[config.mk]
export PLATFORM = sky130hd
export DESIGN_NAME = prog_loader
export DESIGN_NICKNAME = d
export VERILOG_FILES = /design/src/rtl/prog_loader.sv
export SDC_FILE = /design/constraint.sdc
export NUM_CORES = 1
export LEC_CHECK = 0
export ABC_CLOCK_PERIOD_IN_PS = 1800
export CAP_MARGIN = 10
export CELL_PAD_IN_SITES_DETAIL_PLACEMENT = 2
export CELL_PAD_IN_SITES_GLOBAL_PLACEMENT = 2
export CORE_MARGIN = 8
export CORE_UTILIZATION = 36
export DETAILED_ROUTE_END_ITERATION = 8
export GPL_ROUTABILITY_DRIVEN = 1
export HOLD_SLACK_MARGIN = 0.1
export PLACE_DENSITY_LB_ADDON = 0.1
export SYNTH_ARGS = -nofsm -noshare
export SYNTH_HDL_FRONTEND = slang
export SYNTH_SLANG_ARGS = --single-unit
[constraint.sdc]
create_clock -name CLK -period 1.8 [get_ports CLK]
set_clock_uncertainty 0.05 [all_clocks]
set_input_delay 0.54 -clock CLK [delete_from_list [all_inputs] [get_ports CLK]]
set_output_delay 0.54 -clock CLK [all_outputs]
set_load 0.005 [all_outputs]
[src/rtl/prog_loader.sv]
// UART program loader: receives a framed, checksummed program on rx and writes it
// into the processor's instruction memory, holding the processor stalled until a verified load.
`timescale 1ns/1ps
module prog_loader #(
    parameter int CLKS_PER_BIT = 139,
    parameter int TIMEOUT_CLKS = 1600000,
    parameter int MEM_DEPTH    = 256
) (
    input  logic       CLK,
    input  logic       RST_N,
    input  logic       rx,
    output logic       mem_we,
    output logic [7:0] mem_addr,
    output logic [7:0] mem_wdata,
    output logic       cpu_hold,
    output logic       load_done,
    output logic       load_error,
    output logic [7:0] byte_count
);

    localparam int CNT_W = $clog2(CLKS_PER_BIT);
    localparam int TO_W  = $clog2(TIMEOUT_CLKS + 1);
    localparam logic [CNT_W-1:0] BIT_LAST  = CNT_W'(CLKS_PER_BIT - 1);
    localparam logic [CNT_W-1:0] HALF_LAST = CNT_W'(CLKS_PER_BIT / 2 - 1);
    localparam logic [TO_W-1:0]  TO_LAST   = TO_W'(TIMEOUT_CLKS - 1);
    localparam logic [8:0]       LEN_MAX   = 9'(MEM_DEPTH - 1);
    localparam logic [7:0]       SYNC_BYTE = 8'hA5;

    typedef enum logic [1:0] {U_IDLE, U_START, U_DATA, U_STOP} uart_state_t;
    typedef enum logic [1:0] {P_WAIT_SYNC, P_GET_LEN, P_GET_DATA, P_GET_SUM} proto_state_t;

    // rx synchronizer and edge history; all reset to the idle (high) level
    logic rx_meta, rx_sync, rx_prev;

    always_ff @(posedge CLK or negedge RST_N) begin
        if (!RST_N) begin
            rx_meta <= 1'b1;
            rx_sync <= 1'b1;
            rx_prev <= 1'b1;
        end else begin
            rx_meta <= rx;
            rx_sync <= rx_meta;
            rx_prev <= rx_sync;
        end
    end

    uart_state_t      u_state, u_state_nxt;
    logic [CNT_W-1:0] bit_cnt, bit_cnt_nxt;
    logic [2:0]       bit_idx, bit_idx_nxt;
    logic [7:0]       shreg, shreg_nxt;
    logic             stop_wait, stop_wait_nxt;
    logic             byte_valid, byte_valid_nxt;
    logic             frame_err, frame_err_nxt;

    always_ff @(posedge CLK or negedge RST_N) begin
        if (!RST_N) begin
            u_state    <= U_IDLE;
            bit_cnt    <= '0;
            bit_idx    <= '0;
            shreg      <= '0;
            stop_wait  <= 1'b0;
            byte_valid <= 1'b0;
            frame_err  <= 1'b0;
        end else begin
            u_state    <= u_state_nxt;
            bit_cnt    <= bit_cnt_nxt;
            bit_idx    <= bit_idx_nxt;
            shreg      <= shreg_nxt;
            stop_wait  <= stop_wait_nxt;
            byte_valid <= byte_valid_nxt;
            frame_err  <= frame_err_nxt;
        end
    end

    always_comb begin
        u_state_nxt    = u_state;
        bit_cnt_nxt    = bit_cnt;
        bit_idx_nxt    = bit_idx;
        shreg_nxt      = shreg;
        stop_wait_nxt  = stop_wait;
        byte_valid_nxt = 1'b0;
        frame_err_nxt  = 1'b0;
        case (u_state)
            U_IDLE: begin
                bit_cnt_nxt   = '0;
                stop_wait_nxt = 1'b0;
                if (rx_prev && !rx_sync) u_state_nxt = U_START;
            end
            U_START: begin
                if (bit_cnt == HALF_LAST) begin
                    bit_cnt_nxt = '0;
                    bit_idx_nxt = '0;
                    u_state_nxt = rx_sync ? U_IDLE : U_DATA;
                end else begin
                    bit_cnt_nxt = bit_cnt + CNT_W'(1);
                end
            end
            U_DATA: begin
                if (bit_cnt == BIT_LAST) begin
                    bit_cnt_nxt = '0;
                    shreg_nxt   = {rx_sync, shreg[7:1]};
                    bit_idx_nxt = bit_idx + 3'd1;
                    if (bit_idx == 3'd7) u_state_nxt = U_STOP;
                end else begin
                    bit_cnt_nxt = bit_cnt + CNT_W'(1);
                end
            end
            U_STOP: begin
                // after a bad stop bit, hold here until the line returns high
                if (stop_wait) begin
                    if (rx_sync) u_state_nxt = U_IDLE;
                end else if (bit_cnt == BIT_LAST) begin
                    bit_cnt_nxt = '0;
                    if (rx_sync) begin
                        byte_valid_nxt = 1'b1;
                        u_state_nxt    = U_IDLE;
                    end else begin
                        frame_err_nxt = 1'b1;
                        stop_wait_nxt = 1'b1;
                    end
                end else begin
                    bit_cnt_nxt = bit_cnt + CNT_W'(1);
                end
            end
            default: u_state_nxt = U_IDLE;
        endcase
    end

    proto_state_t    p_state, p_state_nxt;
    logic [7:0]      len, len_nxt;
    logic [7:0]      sum, sum_nxt;
    logic [TO_W-1:0] to_cnt, to_cnt_nxt;
    logic            mem_we_nxt, cpu_hold_nxt, load_done_nxt, load_error_nxt;
    logic [7:0]      mem_addr_nxt, mem_wdata_nxt, byte_count_nxt;
    logic            proto_err;

    always_ff @(posedge CLK or negedge RST_N) begin
        if (!RST_N) begin
            p_state    <= P_WAIT_SYNC;
            len        <= '0;
            sum        <= '0;
            to_cnt     <= '0;
            mem_we     <= 1'b0;
            mem_addr   <= '0;
            mem_wdata  <= '0;
            cpu_hold   <= 1'b1;
            load_done  <= 1'b0;
            load_error <= 1'b0;
            byte_count <= '0;
        end else begin
            p_state    <= p_state_nxt;
            len        <= len_nxt;
            sum        <= sum_nxt;
            to_cnt     <= to_cnt_nxt;
            mem_we     <= mem_we_nxt;
            mem_addr   <= mem_addr_nxt;
            mem_wdata  <= mem_wdata_nxt;
            cpu_hold   <= cpu_hold_nxt;
            load_done  <= load_done_nxt;
            load_error <= load_error_nxt;
            byte_count <= byte_count_nxt;
        end
    end

    always_comb begin
        p_state_nxt    = p_state;
        len_nxt        = len;
        sum_nxt        = sum;
        mem_we_nxt     = 1'b0;
        mem_addr_nxt   = mem_addr;
        mem_wdata_nxt  = mem_wdata;
        cpu_hold_nxt   = cpu_hold;
        load_done_nxt  = 1'b0;
        load_error_nxt = load_error;
        byte_count_nxt = byte_count;
        proto_err      = 1'b0;
        if (p_state == P_WAIT_SYNC || byte_valid) to_cnt_nxt = '0;
        else to_cnt_nxt = to_cnt + TO_W'(1);

        case (p_state)
            P_WAIT_SYNC: begin
                if (byte_valid && shreg == SYNC_BYTE) begin
                    cpu_hold_nxt   = 1'b1;
                    load_error_nxt = 1'b0;
                    byte_count_nxt = '0;
                    sum_nxt        = '0;
                    p_state_nxt    = P_GET_LEN;
                end
            end
            P_GET_LEN: begin
                if (byte_valid) begin
                    if (shreg == 8'd0 || {1'b0, shreg} > LEN_MAX) begin
                        proto_err = 1'b1;
                    end else begin
                        len_nxt     = shreg;
                        p_state_nxt = P_GET_DATA;
                    end
                end
            end
            P_GET_DATA: begin
                // write strobe goes out first; count and checksum follow a cycle later
                if (mem_we) begin
                    byte_count_nxt = byte_count + 8'd1;
                    sum_nxt        = sum + mem_wdata;
                    if (byte_count + 8'd1 == len) p_state_nxt = P_GET_SUM;
                end else if (byte_valid) begin
                    mem_we_nxt    = 1'b1;
                    mem_addr_nxt  = byte_count;
                    mem_wdata_nxt = shreg;
                end
            end
            P_GET_SUM: begin
                if (byte_valid) begin
                    if (shreg == sum) begin
                        load_done_nxt = 1'b1;
                        cpu_hold_nxt  = 1'b0;
                        p_state_nxt   = P_WAIT_SYNC;
                    end else begin
                        proto_err = 1'b1;
                    end
                end
            end
            default: p_state_nxt = P_WAIT_SYNC;
        endcase

        if (p_state != P_WAIT_SYNC && (frame_err || (!byte_valid && to_cnt == TO_LAST)))
            proto_err = 1'b1;

        if (proto_err) begin
            load_error_nxt = 1'b1;
            cpu_hold_nxt   = 1'b1;
            mem_we_nxt     = 1'b0;
            load_done_nxt  = 1'b0;
            p_state_nxt    = P_WAIT_SYNC;
        end
    end

endmodule
Word-level counts from Yosys, hierarchy flattened
Index checks and enable logic that the tools add are counted.
{"block": "op_classes", "addsub": 5, "eq_ne": 28, "n_mux": 63, "bitwise": 2, "reduce_logical": 27}
{"cell": "8-bit two-way mux", "n": 6}
{"cell": "2-bit two-way mux", "n": 16}
{"cell": "8-bit case mux with 2 select lines", "n": 2}
{"cell": "8-bit case mux with 4 select lines", "n": 1}
{"cell": "1-bit two-way mux", "n": 29}
{"cell": "21-bit by 1-bit adder with 21-bit output (second input constant)", "n": 1}
{"cell": "21-bit == test (second input constant)", "n": 1}
{"cell": "21-bit two-way mux", "n": 1}
{"cell": "3-bit inequality test (second input constant)", "n": 7}
{"cell": "8-bit by 1-bit adder with 8-bit output (second input constant)", "n": 2}
{"cell": "8-bit == test", "n": 2}
{"cell": "8-bit == test (second input constant)", "n": 2}
{"cell": "2-bit case mux with 4 select lines", "n": 2}
{"cell": "2-bit inequality test (second input constant)", "n": 6}
{"cell": "3-bit AND reduction", "n": 4}
{"cell": "2-bit nonzero test", "n": 6}
{"cell": "8-bit adder", "n": 1}
{"cell": "2-bit == test (second input constant)", "n": 4}
{"cell": "8-bit by 7-bit == test with 1-bit output (second input constant)", "n": 1}
{"cell": "8-bit logical NOT", "n": 1}
{"cell": "7-bit AND reduction", "n": 1}
{"cell": "3-bit two-way mux", "n": 2}
{"cell": "1-bit case mux with 2 select lines", "n": 3}
{"cell": "3-bit case mux with 2 select lines", "n": 1}
{"cell": "other kinds (14)", "n": 23}
{"block": "totals", "register_bits": 94, "inputBits": 3, "output_inout_bits": 28, "elab_cells": 146}

Longest topological paths before layout
{"block": "logic_depth", "depth_word": 7, "depth_mapped": 8, "mapped_depth_nobuf": 8}

Worst setup path after synthesis
Ideal clock, no wire load.
{"block": "synth_path", "path_type": "register -> register", "startpoint": "register byte_count[0]", "endpoint": "register p_state[1]", "setup_ns": 0.122, "arrival_time_ns": 1.907, "t_required_ns": 1.628, "path_slack_ns": -0.279, "stages_incl_launch_ff": 8, "n_path_buf": 0, "period_less_slack_ns": 2.079, "path_cell_list": "dfrtp_1 ha_1 and3_1 and4_1 o2111ai_1 o41ai_4 and2_2 a32o_1"}
{"block": "synth_between", "elab_chain_cells": 4}
{"element": "start, declared", "line": "18", "text": "output logic [7:0] byte_count"}
{"element": "start signal, assigned", "line": "161", "text": "byte_count <= byte_count_nxt;"}
{"element": "8-bit by 1-bit adder with 8-bit output", "line": "205", "text": "if (byte_count + 8'd1 == len) p_state_nxt = P_GET_SUM;"}
{"element": "8-bit == test", "line": "205"}
{"element": "3-bit inequality test (no source line)"}
{"element": "7-bit AND reduction (no source line)"}
{"element": "end signal, assigned", "line": "151", "text": "p_state <= p_state_nxt;"}
{"element": "end, declared", "line": "129", "text": "proto_state_t p_state, p_state_nxt;"}
Every way passes these cells.
A chain may end at the register's enable or synchronous reset.

Final worst setup path
{"block": "layout_path", "startpoint": "register p_state[1]", "endpoint": "register p_state[1]"}
{"block": "layout_between", "elab_chain_cells": 5, "word_cells_on_any_way": 18, "classes_between": "10 x eq/ne; 4 x mux; 4 x reduce/logical"}
{"element": "2-bit == test, or another cell as far along", "line": "180", "text": "case (p_state)"}
{"element": "1-bit case mux with 2 select lines / 1-bit logical AND (equally long branches)", "line": "180, 226"}
{"element": "1-bit two-way mux", "line": "226", "text": "if (p_state != P_WAIT_SYNC && (frame_err || (!byte_valid && to_cnt == TO_LAST)))"}
{"element": "3-bit inequality test (no source line) / 3-bit by 2-bit inequality test with 1-bit output (equally long branches)"}
{"element": "7-bit AND reduction (no source line)"}
Parallel ways exist; a longest one is shown, timed or not.

==> results.ini <==
[power]
p_leak_nw = 3.65
powerDensity_nw_per_um2 = 668
internal_power_mw = 3.61
p_switching_mw = 1.58
power_frac_clock = 0.387
power_frac_comb = 0.189
ir_worst_vdd_v = 0.000677
p_sw_frac = 0.304
pwr-share-seq = 0.424

[synthesis]
synth_top_family_by_area = simple AND/OR/NAND/NOR gates
synth_area_sq_um = 4970
yosys_warnings = 0
ys_top_cells_by_area = dfrtp_1, mux2_2, ha_1
synthArstFlopShare = 1.00
syn_inst = 467
syn_avg_cell_area_sq_um = 10.7
synth_cell_types = 58
synth_edf_count = 0
synthMuxAreaShare = 0.0744
ys_ff_latch = 94
yosys.area_share.xor_xnor = 0.0810
synthFlopType = dfrtp_1
synth_compound_area_frac = 0.105
postSynthNetCount = 494
yosys.area_share.simple = 0.171
synth_top_area_frac = 0.453
synth_top_area_cell = dfrtp_1
synthAdderAreaFrac = 0.0619
synth.most_common_cell = dfrtp_1
yosysSeqAreaShare = 0.474
synthTopCellsByCount = dfrtp_1, nand2_1, nor2_1

[global_route]
grt_max_degree = 42
grt_use_total = 0.231
globalRouteOverflowTotal = 0
grt_pass1_vias = 5295
antenna_found_initial = 0
grt_pass1_wl_mm = 31.4

[timing]
rsz0062_at_grt = true
finalCritPeriodShare = 1.30
fin_crit_ps = 2350
timing.fmax_mhz = 426
fin_tns_setup_ps = -9100
maxSlewHeadroom = 0.655
finalWorstSetupSlack_ps = -548
tightest_slew_ps = 513
slew_violations = 0
hold_violations = 0
setup_viol = 64

[cells_and_area]
final_util = 0.568
drive_above_1_share = 0.512
fin_nets = 676
multi_input_area_sq_um = 3130
area_growth_pct = 56.1
n_antenna_cell = 0
seq_area_sq_um = 2370
nFillCells = 1331

[drt]
vias = 4684
drtPass1Iterations = 6
viasPerCell = 5.62
drc_errors = 0
wl_per_cell_um = 30.3
drtAntennaViolNets = 0
drt_iter0_markers = 186
routed_wl_mm = 25.3

[hold_path]
hp-start = rx_meta
hold_class = reg -> reg
min_to = rx_sync
holdPathStages = 0

[die]
die_area_sq_um = 17800
die_h_um = 134
std_cell_rows = 43
coreArea_sq_um = 13700
initial_core_util = 0.364
die_x_um = 134
io_pins = 31

[run_status]
violations = setup timing
outcome = complete, but fails checks

[critical_path]
crit_path_max_incr_delay_ps = 410
cp_top_family = compound AO/OA/AOI/OAI gates
start_kind = flop
r2r_end = p_state[1]
critPathSlowestCell = dfrtp_1
critPathKind = reg -> reg
arrival_ps = 2540
reg2reg_from = p_state[1]
cp_max_fo = 4
path_cells = inv_2 > ha_4 > or2_4 > nor4_4 > a41oi_2 > o221a_4 > a2bb2oi_2 > a32o_2
crit_buf_inv = 1
reg2reg_depth = 8
reg2reg_slack_ps = -550
critical_path_required_ps = 1990
end_kind = flop

[run]
cap_violations = 0

[cts]
insertion_delay_ps = 370
cts_tree = built
clockBufferDepth = 2
clockRootBuffer = clkbuf_16
path_clk_slew_ps = 70
cts.sinks = 94
cts_buffers = 9
cts_max_level = 3

[place]
numPortBuffers = 30
dp_hpwl_mm = 11.3
gp_congestion = 0.787

-- how the worst max path moves through the flow --
stage,from,end,cells after the start
after floorplan,to_cnt[12],p_state[1],6
after global placement,p_state[1],p_state[0],8
after detailed placement,p_state[1],p_state[1],8
after CTS,byte_count[0],p_state[1],7
after global routing,p_state[0],p_state[1],8
final,p_state[1],p_state[1],8
-- registers in the layout, summed over array words and instances (netlist names), 2 cells and up, named ones only --
register,flops
sum,8
byte_count,8
mem_addr,8
bit_cnt,8
p_state,2
bit_idx,3
shreg,8
to_cnt,21
mem_wdata,8
len,8
-- metrics by stage --
stage | setup WS (ps) | cells | hold slack [ps] | total power [mW] | area (sq um)
floorplan | -80.5 | 467 | 194 | 2.54 | 5030
global placement | -218 | 766 | 296 | 2.80 | 6290
detailed placement | -362 | 766 | 299 | 2.83 | 6290
CTS | -223 | 810 | 313 | 4.93 | 7210
global route | -563 | 834 | 320 | 5.35 | 7760
finish | -548 | 834 | 317 | 5.19 | 7760
-- final cells by class --
type,instances,share of cell area
multi-input cells,339,0.403
flip-flops and latches,94,0.305
repair buffers,185,0.215
clock buffers,13,0.0348
well taps,180,0.0290
inverters,20,0.00999
clock inverters,3,0.00226
-- cells by family after synthesis --
group	count (synthesis)
AO/OA/AOI/OAI	71
AND/OR/NAND/NOR	165
multiplexers	33
flip-flops	94
XOR/XNOR	46
adder cells (fa/ha/maj)	24
buffers and inverters	34
-- power groups by stage --
stage	logic [mW]	registers (mW)	clock network, mW
2_1_floorplan	0.311	2.23	0
3_3_place_gp	0.571	2.23	0
3_5_place_dp	0.593	2.23	0
4_1_cts	0.796	2.19	1.94
5_1_grt	1.04	2.20	2.11
6_report	0.979	2.20	2.01
-- timing repair --
item,4_1_cts,5_1_grt
gates resized for setup,126,95
hold buffers,1,0
endpoints found under the setup margin,84,81
setup buffers,28,26
cloned,1,1
endpoints found under the hold margin,16,0
pin swaps,50,35
-- cell usage in the layout (no fill, tap or decap), drive strengths merged, types with 7 or more instances in the layout --
| cell type | n |
|---|---|
| dlygate4sd2 | 20 |
| buf | 155 |
| o21ai | 13 |
| nand3 | 26 |
| inv | 20 |
| a21oi | 14 |
| nor3 | 12 |
| mux2 | 32 |
| nor4 | 9 |
| a22o | 7 |
| nor2 | 36 |
| xnor2 | 17 |
| clkbuf | 18 |
| dfrtp | 90 |
| xor2 | 29 |
| ha | 23 |
| nand2 | 47 |
-- per-layer routing --
metal	vias to the layer above	track usage	routed length, um
met1	2485	0.257	9650
met4	0	0.131	1200
li1	2016	-	-
met5	-	0	0
met3	65	0.0380	842
met2	118	0.410	13600
Power figures use the tool's default switching activity.
